===== src/rtl/core_seq_pkg.sv =====
// Shared types and inst-word field positions for the attention-core sequencer.
// Optional normalization states exist only when CORE_SEQ_NORM_EN is defined.
package core_seq_pkg;

    localparam int unsigned INST_W = 17;
    localparam int unsigned ADDR_W = 4;
    // One bit wider than an address so EXE can count its n_q+1 cycles.
    localparam int unsigned CNT_W  = 5;

    localparam int unsigned INST_OFIFO_RD      = 16;
    localparam int unsigned INST_QKMEM_ADD_LSB = 12;
    localparam int unsigned INST_PMEM_ADD_LSB  = 8;
    localparam int unsigned INST_EXECUTE       = 7;
    localparam int unsigned INST_KERNEL_LD     = 6;
    localparam int unsigned INST_QMEM_RD       = 5;
    localparam int unsigned INST_QMEM_WR       = 4;
    localparam int unsigned INST_KMEM_RD       = 3;
    localparam int unsigned INST_KMEM_WR       = 2;
    localparam int unsigned INST_PMEM_RD       = 1;
    localparam int unsigned INST_PMEM_WR       = 0;

`ifdef CORE_SEQ_NORM_EN
    typedef enum logic [3:0] {
        StIdle, StQwr, StKwr, StKld, StGap, StExe, StDrn,
        StNrmAccRd, StNrmAccAcc, StNrmRd, StNrmDiv, StNrmWr, StDone
    } state_e;
`else
    typedef enum logic [3:0] {
        StIdle, StQwr, StKwr, StKld, StGap, StExe, StDrn, StDone
    } state_e;
`endif

    typedef struct packed {
        logic              ofifo_rd;
        logic [ADDR_W-1:0] qkmem_add;
        logic [ADDR_W-1:0] pmem_add;
        logic              execute;
        logic              kernel_ld;
        logic              qmem_rd;
        logic              qmem_wr;
        logic              kmem_rd;
        logic              kmem_wr;
        logic              pmem_rd;
        logic              pmem_wr;
    } ctrl_t;

endpackage


===== src/rtl/core_inst_pack.sv =====
// Combinational packer from named control fields to the 17-bit core inst word.
module core_inst_pack
    import core_seq_pkg::*;
(
    input  ctrl_t              i_ctrl,
    output logic [INST_W-1:0]  o_inst
);

    always_comb begin
        o_inst = '0;
        o_inst[INST_OFIFO_RD]                     = i_ctrl.ofifo_rd;
        o_inst[INST_QKMEM_ADD_LSB +: ADDR_W]      = i_ctrl.qkmem_add;
        o_inst[INST_PMEM_ADD_LSB +: ADDR_W]       = i_ctrl.pmem_add;
        o_inst[INST_EXECUTE]                      = i_ctrl.execute;
        o_inst[INST_KERNEL_LD]                    = i_ctrl.kernel_ld;
        o_inst[INST_QMEM_RD]                      = i_ctrl.qmem_rd;
        o_inst[INST_QMEM_WR]                      = i_ctrl.qmem_wr;
        o_inst[INST_KMEM_RD]                      = i_ctrl.kmem_rd;
        o_inst[INST_KMEM_WR]                      = i_ctrl.kmem_wr;
        o_inst[INST_PMEM_RD]                      = i_ctrl.pmem_rd;
        o_inst[INST_PMEM_WR]                      = i_ctrl.pmem_wr;
    end

endmodule


===== src/rtl/core_inst_sequencer.sv =====
// Pass sequencer for one attention core: load Q/K, kernel load, execute, drain, optional normalize.
// Build macro: CORE_SEQ_NORM_EN enables the sfp_row normalization phase.
module core_inst_sequencer
    import core_seq_pkg::*;
#(
    parameter int unsigned Col  = 8,
    parameter int unsigned NQ   = 16,
    parameter int unsigned KGap = 1
) (
    input  logic              i_clk,
    input  logic              i_rst_n,
    input  logic              i_start,
    input  logic              i_fifo_valid,
    output logic              o_ld_req,
    output logic              o_ld_sel,
    output logic [ADDR_W-1:0] o_ld_idx,
    output logic [INST_W-1:0] o_inst,
    output logic              o_acc,
    output logic              o_div,
    output logic              o_busy,
    output logic              o_done
);

    localparam logic [CNT_W-1:0] CntQLast = CNT_W'(NQ - 1);
    localparam logic [CNT_W-1:0] CntQ     = CNT_W'(NQ);
    localparam logic [CNT_W-1:0] CntCLast = CNT_W'(Col - 1);
    localparam logic [CNT_W-1:0] CntC     = CNT_W'(Col);
    localparam logic [CNT_W-1:0] CntGLast = CNT_W'(KGap - 1);

    state_e             r_state;
    logic [CNT_W-1:0]   r_cnt;
    logic [ADDR_W-1:0]  w_addr;
    ctrl_t              w_ctrl;
    logic [INST_W-1:0]  w_inst;
    logic               w_ld_req;
    logic               w_ld_sel;
    logic [ADDR_W-1:0]  w_ld_idx;
    logic               w_acc;
    logic               w_div;

    assign w_addr = r_cnt[ADDR_W-1:0];

    // Decode this cycle's controls from the current state; registered below.
    always_comb begin
        w_ctrl   = '0;
        w_ld_req = 1'b0;
        w_ld_sel = 1'b0;
        w_ld_idx = '0;
        w_acc    = 1'b0;
        w_div    = 1'b0;
        unique case (r_state)
            StQwr: begin
                w_ctrl.qmem_wr   = 1'b1;
                w_ctrl.qkmem_add = w_addr;
                w_ld_req         = 1'b1;
                w_ld_idx         = w_addr;
            end
            StKwr: begin
                w_ctrl.kmem_wr   = 1'b1;
                w_ctrl.qkmem_add = w_addr;
                w_ld_req         = 1'b1;
                w_ld_sel         = 1'b1;
                w_ld_idx         = w_addr;
            end
            StKld: begin
                w_ctrl.kernel_ld = 1'b1;
                if (r_cnt < CntC) begin
                    w_ctrl.kmem_rd   = 1'b1;
                    w_ctrl.qkmem_add = w_addr;
                end
            end
            StExe: begin
                w_ctrl.execute = 1'b1;
                if (r_cnt < CntQ) begin
                    w_ctrl.qmem_rd   = 1'b1;
                    w_ctrl.qkmem_add = w_addr;
                end
            end
            StDrn: begin
                if (i_fifo_valid) begin
                    w_ctrl.ofifo_rd = 1'b1;
                    w_ctrl.pmem_wr  = 1'b1;
                    w_ctrl.pmem_add = w_addr;
                end
            end
`ifdef CORE_SEQ_NORM_EN
            StNrmAccRd: begin
                w_ctrl.pmem_rd  = 1'b1;
                w_ctrl.pmem_add = w_addr;
            end
            StNrmAccAcc: w_acc = 1'b1;
            StNrmRd: begin
                w_ctrl.pmem_rd  = 1'b1;
                w_ctrl.pmem_add = w_addr;
            end
            StNrmDiv: w_div = 1'b1;
            StNrmWr: begin
                w_ctrl.pmem_wr  = 1'b1;
                w_ctrl.pmem_add = w_addr;
            end
`endif
            default: ;
        endcase
    end

    core_inst_pack u_pack (
        .i_ctrl (w_ctrl),
        .o_inst (w_inst)
    );

    always_ff @(posedge i_clk or negedge i_rst_n) begin
        if (!i_rst_n) begin
            r_state  <= StIdle;
            r_cnt    <= '0;
            o_inst   <= '0;
            o_ld_req <= 1'b0;
            o_ld_sel <= 1'b0;
            o_ld_idx <= '0;
            o_acc    <= 1'b0;
            o_div    <= 1'b0;
            o_busy   <= 1'b0;
            o_done   <= 1'b0;
        end else begin
            o_inst   <= w_inst;
            o_ld_req <= w_ld_req;
            o_ld_sel <= w_ld_sel;
            o_ld_idx <= w_ld_idx;
            o_acc    <= w_acc;
            o_div    <= w_div;
            o_busy   <= (r_state != StIdle) && (r_state != StDone);
            o_done   <= (r_state == StDone);
            r_cnt    <= r_cnt + 1'b1;
            unique case (r_state)
                StIdle: begin
                    r_cnt <= '0;
                    if (i_start) r_state <= StQwr;
                end
                StQwr: if (r_cnt == CntQLast) begin
                    r_state <= StKwr;
                    r_cnt   <= '0;
                end
                StKwr: if (r_cnt == CntCLast) begin
                    r_state <= StKld;
                    r_cnt   <= '0;
                end
                StKld: if (r_cnt == CntC) begin
                    r_state <= (KGap == 0) ? StExe : StGap;
                    r_cnt   <= '0;
                end
                StGap: if (r_cnt == CntGLast) begin
                    r_state <= StExe;
                    r_cnt   <= '0;
                end
                StExe: if (r_cnt == CntQ) begin
                    r_state <= StDrn;
                    r_cnt   <= '0;
                end
                StDrn: begin
                    if (!i_fifo_valid) begin
                        r_cnt <= r_cnt;
                    end else if (r_cnt == CntQLast) begin
`ifdef CORE_SEQ_NORM_EN
                        r_state <= StNrmAccRd;
`else
                        r_state <= StDone;
`endif
                        r_cnt   <= '0;
                    end
                end
`ifdef CORE_SEQ_NORM_EN
                StNrmAccRd: begin
                    r_state <= StNrmAccAcc;
                    r_cnt   <= r_cnt;
                end
                StNrmAccAcc: begin
                    if (r_cnt == CntQLast) begin
                        r_state <= StNrmRd;
                        r_cnt   <= '0;
                    end else begin
                        r_state <= StNrmAccRd;
                    end
                end
                StNrmRd: begin
                    r_state <= StNrmDiv;
                    r_cnt   <= r_cnt;
                end
                StNrmDiv: begin
                    r_state <= StNrmWr;
                    r_cnt   <= r_cnt;
                end
                StNrmWr: begin
                    if (r_cnt == CntQLast) begin
                        r_state <= StDone;
                        r_cnt   <= '0;
                    end else begin
                        r_state <= StNrmRd;
                    end
                end
`endif
                StDone: begin
                    r_state <= StIdle;
                    r_cnt   <= '0;
                end
                default: begin
                    r_state <= StIdle;
                    r_cnt   <= '0;
                end
            endcase
        end
    end

endmodule


===== config.mk =====
export PLATFORM = sky130hd
export DESIGN_NAME = core_inst_sequencer
export DESIGN_NICKNAME = d
export VERILOG_FILES = /design/src/rtl/core_seq_pkg.sv /design/src/rtl/core_inst_pack.sv /design/src/rtl/core_inst_sequencer.sv
export SDC_FILE = /design/constraint.sdc
export NUM_CORES = 1
export LEC_CHECK = 0
export CORE_MARGIN = 5
export CORE_UTILIZATION = 40
export CTS_CLUSTER_SIZE = 25
export DETAILED_ROUTE_END_ITERATION = 6
export PLACE_DENSITY = 0.66
export SLEW_MARGIN = 40
export SYNTH_ARGS = -nofsm -noshare
export SYNTH_HDL_FRONTEND = slang
export SYNTH_HIERARCHICAL = 1
export SYNTH_SLANG_ARGS = --single-unit

===== constraint.sdc =====
create_clock -name i_clk -period 2 [get_ports i_clk]
set_input_delay 0.3 -clock i_clk [delete_from_list [all_inputs] [get_ports i_clk]]
set_output_delay 0.3 -clock i_clk [all_outputs]
set_load 0.05 [all_outputs]

# After elaboration in Yosys (flattened, before gate mapping)
# Cells that the tools add are included.
[totals]
regBits = 33
input_bits = 4
elab_cells = 70
[classes]
addsub = 1
order_cmp = 2
eq_ne = 20
n_mux = 33
reduce_logical = 6
[ops]
columns = ["operator", "n"]
rows = [
  ["$mux W4", 13],
  ["$mux W5", 6],
  ["$pmux W5 S6", 1],
  ["$pmux W4 S7", 1],
  ["$eq A4 B3 Y1 const B", 4],
  ["$ne A2 B2 Y1 const B", 8],
  ["$pmux W4 S3", 1],
  ["$mux W1", 11],
  ["$eq A5 B4 Y1 const B", 2],
  ["$eq A4 B2 Y1 const B", 2],
  ["$reduce_and A8 Y1", 1],
  ["$add A5 B1 Y5 const B", 1],
  ["$eq A5 B3 Y1 const B", 1],
  ["$eq A5 B5 Y1 const B", 1],
  ["$logic_not A5 Y1", 1],
  ["$lt A5 B4 Y1 const B", 1],
  ["$lt A5 B5 Y1 const B", 1],
  ["$eq A4 B1 Y1 const B", 1],
  ["$logic_not A4 Y1", 1],
  ["$ne A4 B3 Y1 const B", 1],
  ["$reduce_bool A4 Y1", 1],
  ["$reduce_or A2 Y1", 1],
  ["$logic_and A1 B1 Y1", 1],
]

# Depth between registers and ports, before layout
# Gate-level depths: netlist (run 1).
[logic_depth]
depth_word = 4
depth_mapped = 7

# Hierarchy
# The synthesis (run 1) kept the hierarchy.
[modules_own_cells]
columns = ["mod", "instances", "cells_each", "area_each_um2"]
rows = [
  ["core_inst_sequencer", 1, 131, 1471.4],
  ["core_inst_pack", 1, 17, 127.6],
]

# Worst setup path before layout (run 1)
# Ideal clock, no wire load.
[synth_path]
path_kind = "register to register"
from = "register r_cnt[0]"
to = "register r_cnt[4]"
setup_ns = 0.135
arrival_time_ns = 1.630
required_time_ns = 1.865
slack_ns = 0.235
stages_incl_launch_ff = 7
path_buffers = 0
path_cell_list = "dfrtp_1 > inv_1 > ha_1 > nand2b_4 > o311a_4 > o32ai_4 > o221ai_2"
[synth_between]
elab_chain_cells = 4
[synth_rtl]
columns = ["item", "line", "source"]
rows = [
  ["from (decl)", "core_inst_sequencer.sv:31", "logic [CNT_W-1:0] r_cnt;"],
  ["from (signal assigned)", "core_inst_sequencer.sv:132", "r_cnt <= r_cnt + 1'b1;"],
  ["from (signal assigned)", "core_inst_sequencer.sv:160", "r_cnt <= r_cnt;"],
  ["$add A5 B1 Y5 / $eq A5 B4 Y1 (equally long branches)", "core_inst_sequencer.sv:132, core_inst_sequencer.sv:138, core_inst_sequencer.sv:161", ""],
  ["$mux W5", "core_inst_sequencer.sv:138, core_inst_sequencer.sv:161", ""],
  ["$mux W5", "core_inst_sequencer.sv:159", "if (!i_fifo_valid) begin"],
  ["$pmux W5 S6 (*)", "core_inst_sequencer.sv:133", "unique case (r_state)"],
]
# Mark *: on every way between the ends. The rest lies on a longest branch, timed or not. The select of a mux whose other input is x is not followed.
# A chain may end at the register's enable or synchronous reset.

# Final worst setup path (run 1)
# Ends and elaborated chain as after synthesis.

==> results of run 1 <==
[cells by family after synthesis]
kind of cell,Yosys count
muxes,2
buffers and inverters,37
AOI/OAI and AO/OA,22
DFF,33
xor gates and xnor gates,3
adders and majority gates,4
and+or+nand+nor,46
other,1
[synthesized netlist by cell type (all sizes together)]
library cell / count
o21ai: 4
a31oi: 1
a311o: 1
xnor2: 2
a22o: 1
dfrtp: 33
o221ai: 1
o41ai: 1
o22ai: 1
nor4: 2
a21bo: 1
nand3b: 2
inv: 11
a21oi: 6
o32ai: 1
nand3: 2
nor2: 12
xor2: 1
conb: 1
nand2: 6
nand4bb: 1
nor2b: 1
nor4bb: 1
o311a: 2
mux2i: 2
nor3: 11
or3b: 2
and2: 2
a21o: 1
buf: 25
o2bb2ai: 1
and3: 2
clkbuf: 1
ha: 4
nor4b: 1
nand2b: 1
[stage by stage]
stage | setup slack (ns) | utilization
3_5_place_dp | 0.08898 | 0.4570
2_1_floorplan | 0.2352 | -
5_1_grt | 0.01005 | 0.4795
3_3_place_gp | 0.1406 | 0.4570
4_1_cts | 0.07618 | 0.4789
6_report | 0.1498 | 0.4795
[layer usage]
layer	global-route usage	vias to the layer above	share of wire
met1	0.1557	471	0.45
met2	0.1758	31	0.45
li1	-	507	-
met4	0.05328	0	0.018
met3	0.04683	5	0.081
met5	0	-	0
[worst max path at each step]
stage                          from                   end  slack, ns  cells past startpoint
2_1_floorplan  r_cnt[0]$_DFFE_PN0N_  r_cnt[4]$_DFFE_PN0N_       0.24                      6
3_3_place_gp   r_cnt[0]$_DFFE_PN0N_  r_cnt[4]$_DFFE_PN0N_       0.14                      6
3_5_place_dp   r_cnt[0]$_DFFE_PN0N_  r_cnt[4]$_DFFE_PN0N_       0.09                      6
4_1_cts        r_cnt[0]$_DFFE_PN0N_  r_cnt[4]$_DFFE_PN0N_       0.08                      6
5_1_grt        r_cnt[1]$_DFFE_PN0N_  r_cnt[4]$_DFFE_PN0N_       0.01                      6
6_report       r_cnt[0]$_DFFE_PN0N_  r_cnt[4]$_DFFE_PN0N_       0.15                      6
[report_power, final]
| part | leakage (uW) | switching, uW | internal [uW] |
|---|---|---|---|
| sequential | 0.000445 | 0.230 | 669 |
| combinational | 0.000397 | 28.1 | 8.92 |
| clock | 0.0000443 | 202 | 272 |
| total | 0.000887 | 230 | 950 |
[layout make-up]
type                            count  area [um2]  area share
Multi-Input combinational cell     80       556.8      0.2945
Sequential cell                    33       825.8      0.4368
Inverter                           11       41.29     0.02184
Timing Repair Buffer               33       317.8      0.1681
Clock buffer                        7       86.33     0.04567
Tap cell                           50       62.56     0.03309
[state kept, by name, indices dropped and copies added, names as in the netlist]
signal and count:
o_inst 17, r_cnt 5, o_ld_idx 4, r_state 3, o_busy 1, o_done 1
o_ld_req 1, o_ld_sel 1
==> impl_metrics.toml, run 1 <==
[status]
status = "complete, no violations"

[critical_path]
crit_path_end_kind = "flop"
regToRegStartpoint = "r_cnt[0]$_DFFE_PN0N_"
critical_path.slowest_cell = "sky130_fd_sc_hd__dfrtp_1"
max_stage_delay_ns = 0.44
worstPathMaxFanout = 6
worst-endpoint-arrival_ns = 2.00
critical_path.cell_chain = "inv_2, ha_2, nand2b_4, o311a_1, o32ai_4, o221ai_2"
worst-setup-path-type = "flop to flop"
critPathLaunchType = "flop"
timing.rr.end = "r_cnt[4]$_DFFE_PN0N_"
worstPathRequired_ns = 2.15
cp.buffers_inverters = 1
regToRegSetupSlack_ns = 0.15
worst-r2r-cell-count = 6
critPathTopFamily = "compound AO/OA/AOI/OAI gates"

[clocking]
cts_tree = "built"
postCtsSetupBuffers = 0
cts_buffers = 5
postCtsHoldBufs = 0
cts_root_buffer = "sky130_fd_sc_hd__clkbuf_8"
insertion_delay_ns = 0.28
numClockSinks = 33
cts_repair_resize_count = 0
cts.reportedPaths.clkPinSlew_ns = 0.06
ctsHtreeMaxLevel = 2
cts_max_path_buffers = 2

[timing]
fmaxAchievable_mhz = 540.5
rsz0062_at_grt = "no"
fin_crit_ns = 1.850
max_slew_margin = 0.6644
report.final.slew_viol_count = 0
worstMarginPinSlew_ns = 0.5018
clock-skew-final_ns = 0.006622
final_hold_viol_count = 0
minimum_hold_slack_ns = 0.4257
timing.setup.tns_ns = 0
setup_violation_total_in_the_final_timing_report = 0
layout_worst_path_cycle_share = 0.9251

[layout]
diodes = 0
stdcell_count = 214
num-fill-cells = 337
leading_cell_type_in_the_layout_fill_and_taps_excluded = "sky130_fd_sc_hd__dfrtp_1"
post_route_cells_drive_above_1_share = 0.1159
most-common-layout-cells = "sky130_fd_sc_hd__dfrtp_1 (33), sky130_fd_sc_hd__clkdlybuf4s50_1 (28), sky130_fd_sc_hd__nor2_1 (12), sky130_fd_sc_hd__nor3_1 (11), sky130_fd_sc_hd__inv_1 (10)"
syn2layout_area_growth_pct = 18.23
fin_area_um2 = 1891
nets = 172

[synthesis]
ys_seq_elements = 33
synth-simple-area-share = 0.1581
avgSynthCellArea_um2 = 10.80
synth-warning-count = 6
yosys.area_share.xor_xnor = 0.01643
synth_cells = 148
yosysTopAreaCell = "sky130_fd_sc_hd__dfrtp_1"
yosys-top-cells-area = "sky130_fd_sc_hd__dfrtp_1 (52%), sky130_fd_sc_hd__buf_4 (9.4%), sky130_fd_sc_hd__nor3_1 (3.4%), sky130_fd_sc_hd__ha_1 (3.1%), sky130_fd_sc_hd__nor2_1 (2.8%)"
muxShareOfSynthArea = 0.01252
post_synth_design_cell_area_um2 = 1599
main_combinational_cell_family_by_area_after_synthesis = "simple AND/OR/NAND/NOR gates"
synth_seq_area_share = 0.5164
post-synth-top-area-fraction = 0.5164
synth_cell_types = 41
synth-adder-area-share = 0.03130
synth_compound_gate_area_share = 0.1213

[power_and_ir_drop]
finalPower_uw = 1180
pwr_density_cell_nw_per_um2 = 624.4
power.static_leakage_uw = 0.0008868
max-vdd-ir-drop_mv = 0.2790

[route]
avgRoutedWirePerCell_um = 13.21
drt_iter0_markers = 41
num_vias = 1014
drt.antenna.violating_nets = 0
postRouteWirelength_um = 2827
vias_per_cell = 4.738
dr.pass1.iters = 4
detail_route.drc_violations = 0

[placed_design]
placement.cell_area_um2 = 1802
detailed_place_hpwl_um = 2120
place_congestion = 0.8490
port_buffers = 28
dp_cells = 207

[die]
boundaryPins = 31
floorplan.rows = 23
die_y_um = 73.23
initial_utilization = 0.4056
core_area_um2 = 3943
dieWidth_um = 73.23
dieArea_um2 = 5362

[run]
max_cap_viol_count = 0

[global_routing]
wire_length_of_the_first_global_routing_pass_um = 4899
overall_global_routing_usage = 0.1198
grt_start_max_net_pins = 34
grt_overflow = 0
vias_in_the_first_global_route = 1055
grt_antenna_before_repair = 0

[worst_hold_path]
holdCritPathClass = "input pin to asynchronous set/reset pin"
Power figures use the tool's default switching activity.
==> run 2, diff against run 1 <==
- PLACE_DENSITY: 0.66 -> 0.67
- SYNTH_HIERARCHICAL: 1 -> not set
==> impl_metrics.toml, run 2 <==
[status]
status = "complete, no violations"

[timing]
fmaxAchievable_mhz = 504.3
setup_violation_total_in_the_final_timing_report = 0
minimum_hold_slack_ns = 0.3611
fin_crit_ns = 1.983
final_hold_viol_count = 0
report.final.slew_viol_count = 0
layout_worst_path_cycle_share = 0.9916
max_slew_margin = 0.6672
rsz0062_at_grt = "yes"
clock-skew-final_ns = 0.01327
worstMarginPinSlew_ns = 0.4976

[power_and_ir_drop]
intPower_uw = 1758
comb_power_share = 0.589
net-switching-power_uw = 1455
power.static_leakage_uw = 0.0008833
max-vdd-ir-drop_mv = 0.5187
power_switching_share = 0.4528
clock_power_share = 0.144
finalPower_uw = 3213
seq_power_share = 0.267
pwr_density_cell_nw_per_um2 = 1617

[global_routing]
grt_antenna_before_repair = 0
wire_length_of_the_first_global_routing_pass_um = 4988
globalRouteMet3Util = 0.04017
grt.met2_usage = 0.2162
vias_in_the_first_global_route = 1076
grt_overflow = 0
overall_global_routing_usage = 0.1313
grt_start_max_net_pins = 31
globalRoute.busiestLayer = "met2"
global_route.usage.met1 = 0.1413

[clocking]
cts_buffers = 5
cts_tree = "built"
cts.reportedPaths.clkPinSlew_ns = 0.09
cts_root_buffer = "sky130_fd_sc_hd__clkbuf_4"
insertion_delay_ns = 0.33
cts_max_path_buffers = 2
ctsHtreeMaxLevel = 2
postCtsHoldBufs = 0
numClockSinks = 30

[synthesis]
ys_seq_elements = 30
yosysTopAreaCell = "sky130_fd_sc_hd__dfrtp_1"
synth_flop_cell = "sky130_fd_sc_hd__dfrtp_1"
post-synth-top-area-fraction = 0.5186
yosys-top-cells-area = "sky130_fd_sc_hd__dfrtp_1 (52%), sky130_fd_sc_hd__ha_1 (3.5%), sky130_fd_sc_hd__buf_4 (3.1%), sky130_fd_sc_hd__and2_1 (2.6%), sky130_fd_sc_hd__nor3_1 (2.4%)"
yosysMostFrequentCell = "sky130_fd_sc_hd__dfrtp_1"
synth-async-reset-ratio = 1.000
post_synth_design_cell_area_um2 = 1448
avgSynthCellArea_um2 = 10.80
synth.cells.most_frequent = "sky130_fd_sc_hd__dfrtp_1 (30), sky130_fd_sc_hd__nand2_1 (8), sky130_fd_sc_hd__nor3_1 (7)"
synth_cell_types = 45
synth_cells = 134
synth-edff-count = 0
synth_seq_area_share = 0.5186
synth-warning-count = 0

[critical_path]
worstPathRequired_ns = 2.27
worst-endpoint-arrival_ns = 2.25
max_stage_delay_ns = 0.49
timing.rr.end = "r_cnt[1]$_DFFE_PN0N_"
critical_path.slowest_cell = "sky130_fd_sc_hd__or4b_4"
regToRegSetupSlack_ns = 0.02
cp.buffers_inverters = 2
worst-r2r-cell-count = 9
critPathTopFamily = "simple AND/OR/NAND/NOR gates"
critical_path.cell_chain = "ha_2, nand3_2, inv_2, ha_4, or4b_4, o31a_4, buf_4, nand3_1, a32o_1"
worstPathMaxFanout = 3
worst-setup-path-type = "flop to flop"
regToRegStartpoint = "r_cnt[0]$_DFFE_PN0N_"
crit_path_end_kind = "flop"
critPathLaunchType = "flop"

[route]
drt_iter0_markers = 49
detail_route.drc_violations = 0
avgRoutedWirePerCell_um = 14.46
vias_per_cell = 5.145
num_vias = 1132
dr.pass1.iters = 4
postRouteWirelength_um = 3182
drt.antenna.violating_nets = 0

[layout]
final_core_density = 0.5817
nets = 181
multi_input_combinational_cell_area_um2 = 673.1
leading_cell_type_in_the_layout_fill_and_taps_excluded = "sky130_fd_sc_hd__dfrtp_1"
largest_registers = "o_inst x15, r_cnt x5, o_ld_idx x4"
syn2layout_area_growth_pct = 37.25
most-common-layout-cells = "sky130_fd_sc_hd__dfrtp_1 (29), sky130_fd_sc_hd__clkdlybuf4s50_1 (27), sky130_fd_sc_hd__buf_4 (17), sky130_fd_sc_hd__nand2_1 (8)"
registers.top_by_ff_count = "o_inst"
num-fill-cells = 307
diodes = 0
post_route_cells_drive_above_1_share = 0.2586
fin_area_um2 = 1987
largest_register_ff_count = 15
sequential_cell_area_um2 = 752.0

[die]
die_y_um = 70.16
core_area_um2 = 3416
boundaryPins = 31
initial_utilization = 0.4238
floorplan.rows = 21
dieWidth_um = 70.16
dieArea_um2 = 4922

[placed_design]
port_buffers = 27
place_congestion = 0.8607
detailed_place_hpwl_um = 2117
placement.cell_area_um2 = 1790

[run]
max_cap_viol_count = 0

[worst_hold_path]
holdCritPathClass = "input pin to asynchronous set/reset pin"
## run 2: cell types whose count changed in the layout (fill, tap and decap cells not counted), moves of 4 or more
| cell | delta |
|---|---|
| sky130_fd_sc_hd__and2_1 | +4 |
| sky130_fd_sc_hd__buf_4 | +12 |
| sky130_fd_sc_hd__clkbuf_4 | +5 |
| sky130_fd_sc_hd__clkbuf_8 | -6 |
| sky130_fd_sc_hd__dfrtp_1 | -4 |
| sky130_fd_sc_hd__inv_1 | -5 |
| sky130_fd_sc_hd__nor2_1 | -7 |
| sky130_fd_sc_hd__nor3_1 | -6 |
## run 2: power by group through the flow
stage	Combinational [uW]	Clock, uW	Sequential, uW
4_1_cts	1700	471	861
3_3_place_gp	1650	0	864
6_report	1890	463	858
3_5_place_dp	1670	0	876
5_1_grt	2020	510	876
2_1_floorplan	849	0	1230
## run 2: per-layer routing
layer  vias up  wire length [um]
met3        10               175
met4         0                93
met5         -                 0
met1       550              1283
li1        534                 -
met2        38              1629
## run 2: what timing repair did
action / CTS / global route
buffers inserted: 1 / 3
hold endpoints to repair: 0 / 0
resized for setup: 2 / 14
endpoints found under the setup margin: 2 / 7
pin swaps: 0 / 3
gates cloned: 0 / 0
## run 2: stage by stage
stage / setup slack (ns) / std cells / TNS (ns)
6_report: 0.01690 / 220 / 0
5_1_grt: -0.05961 / 220 / -0.1481
4_1_cts: 0.004474 / 217 / 0
3_5_place_dp: -0.05468 / 208 / -0.1077
2_1_floorplan: 0.03079 / 136 / 0
3_3_place_gp: 0.008548 / 208 / 0
## run 2: layout make-up
| cell class | count | share of cell area |
|---|---|---|
| Timing Repair Buffer | 44 | 0.2003 |
| Clock inverter | 3 | 0.02015 |
| Clock buffer | 5 | 0.01889 |
| Sequential cell | 30 | 0.3785 |
| Multi-Input combinational cell | 85 | 0.3388 |
| Tap cell | 46 | 0.02897 |
| Inverter | 7 | 0.01448 |
## run 2: cells by family (layout without fill, tap and decap cells)
kind of cell	Yosys count	in the layout	synth area share
simple gates	49	49	0.1919
flops	30	30	0.5186
compound gates	25	25	0.1443
buf+inv	21	59	0.08211
fa+ha+maj	4	4	0.03457
xor+xnor	2	2	0.01210
mux	2	2	0.01383
other cells	1	3	0.002590
## run 2: how the worst max path moves through the flow
| stage | slack, ns | depth (start not counted) | to | startpoint |
|---|---|---|---|---|
| global placement | 0.009 | 9 | r_cnt[0]$_DFFE_PN0N_ | r_cnt[0]$_DFFE_PN0N_ |
| floorplan | 0.03 | 9 | r_cnt[3]$_DFFE_PN0N_ | r_cnt[0]$_DFFE_PN0N_ |
| finish | 0.02 | 9 | r_cnt[1]$_DFFE_PN0N_ | r_cnt[0]$_DFFE_PN0N_ |
| CTS | 0.004 | 8 | r_cnt[1]$_DFFE_PN0N_ | r_cnt[0]$_DFFE_PN0N_ |
| detailed placement | -0.05 | 9 | r_cnt[3]$_DFFE_PN0N_ | r_cnt[0]$_DFFE_PN0N_ |
| global route | -0.06 | 8 | r_cnt[1]$_DFFE_PN0N_ | r_cnt[0]$_DFFE_PN0N_ |
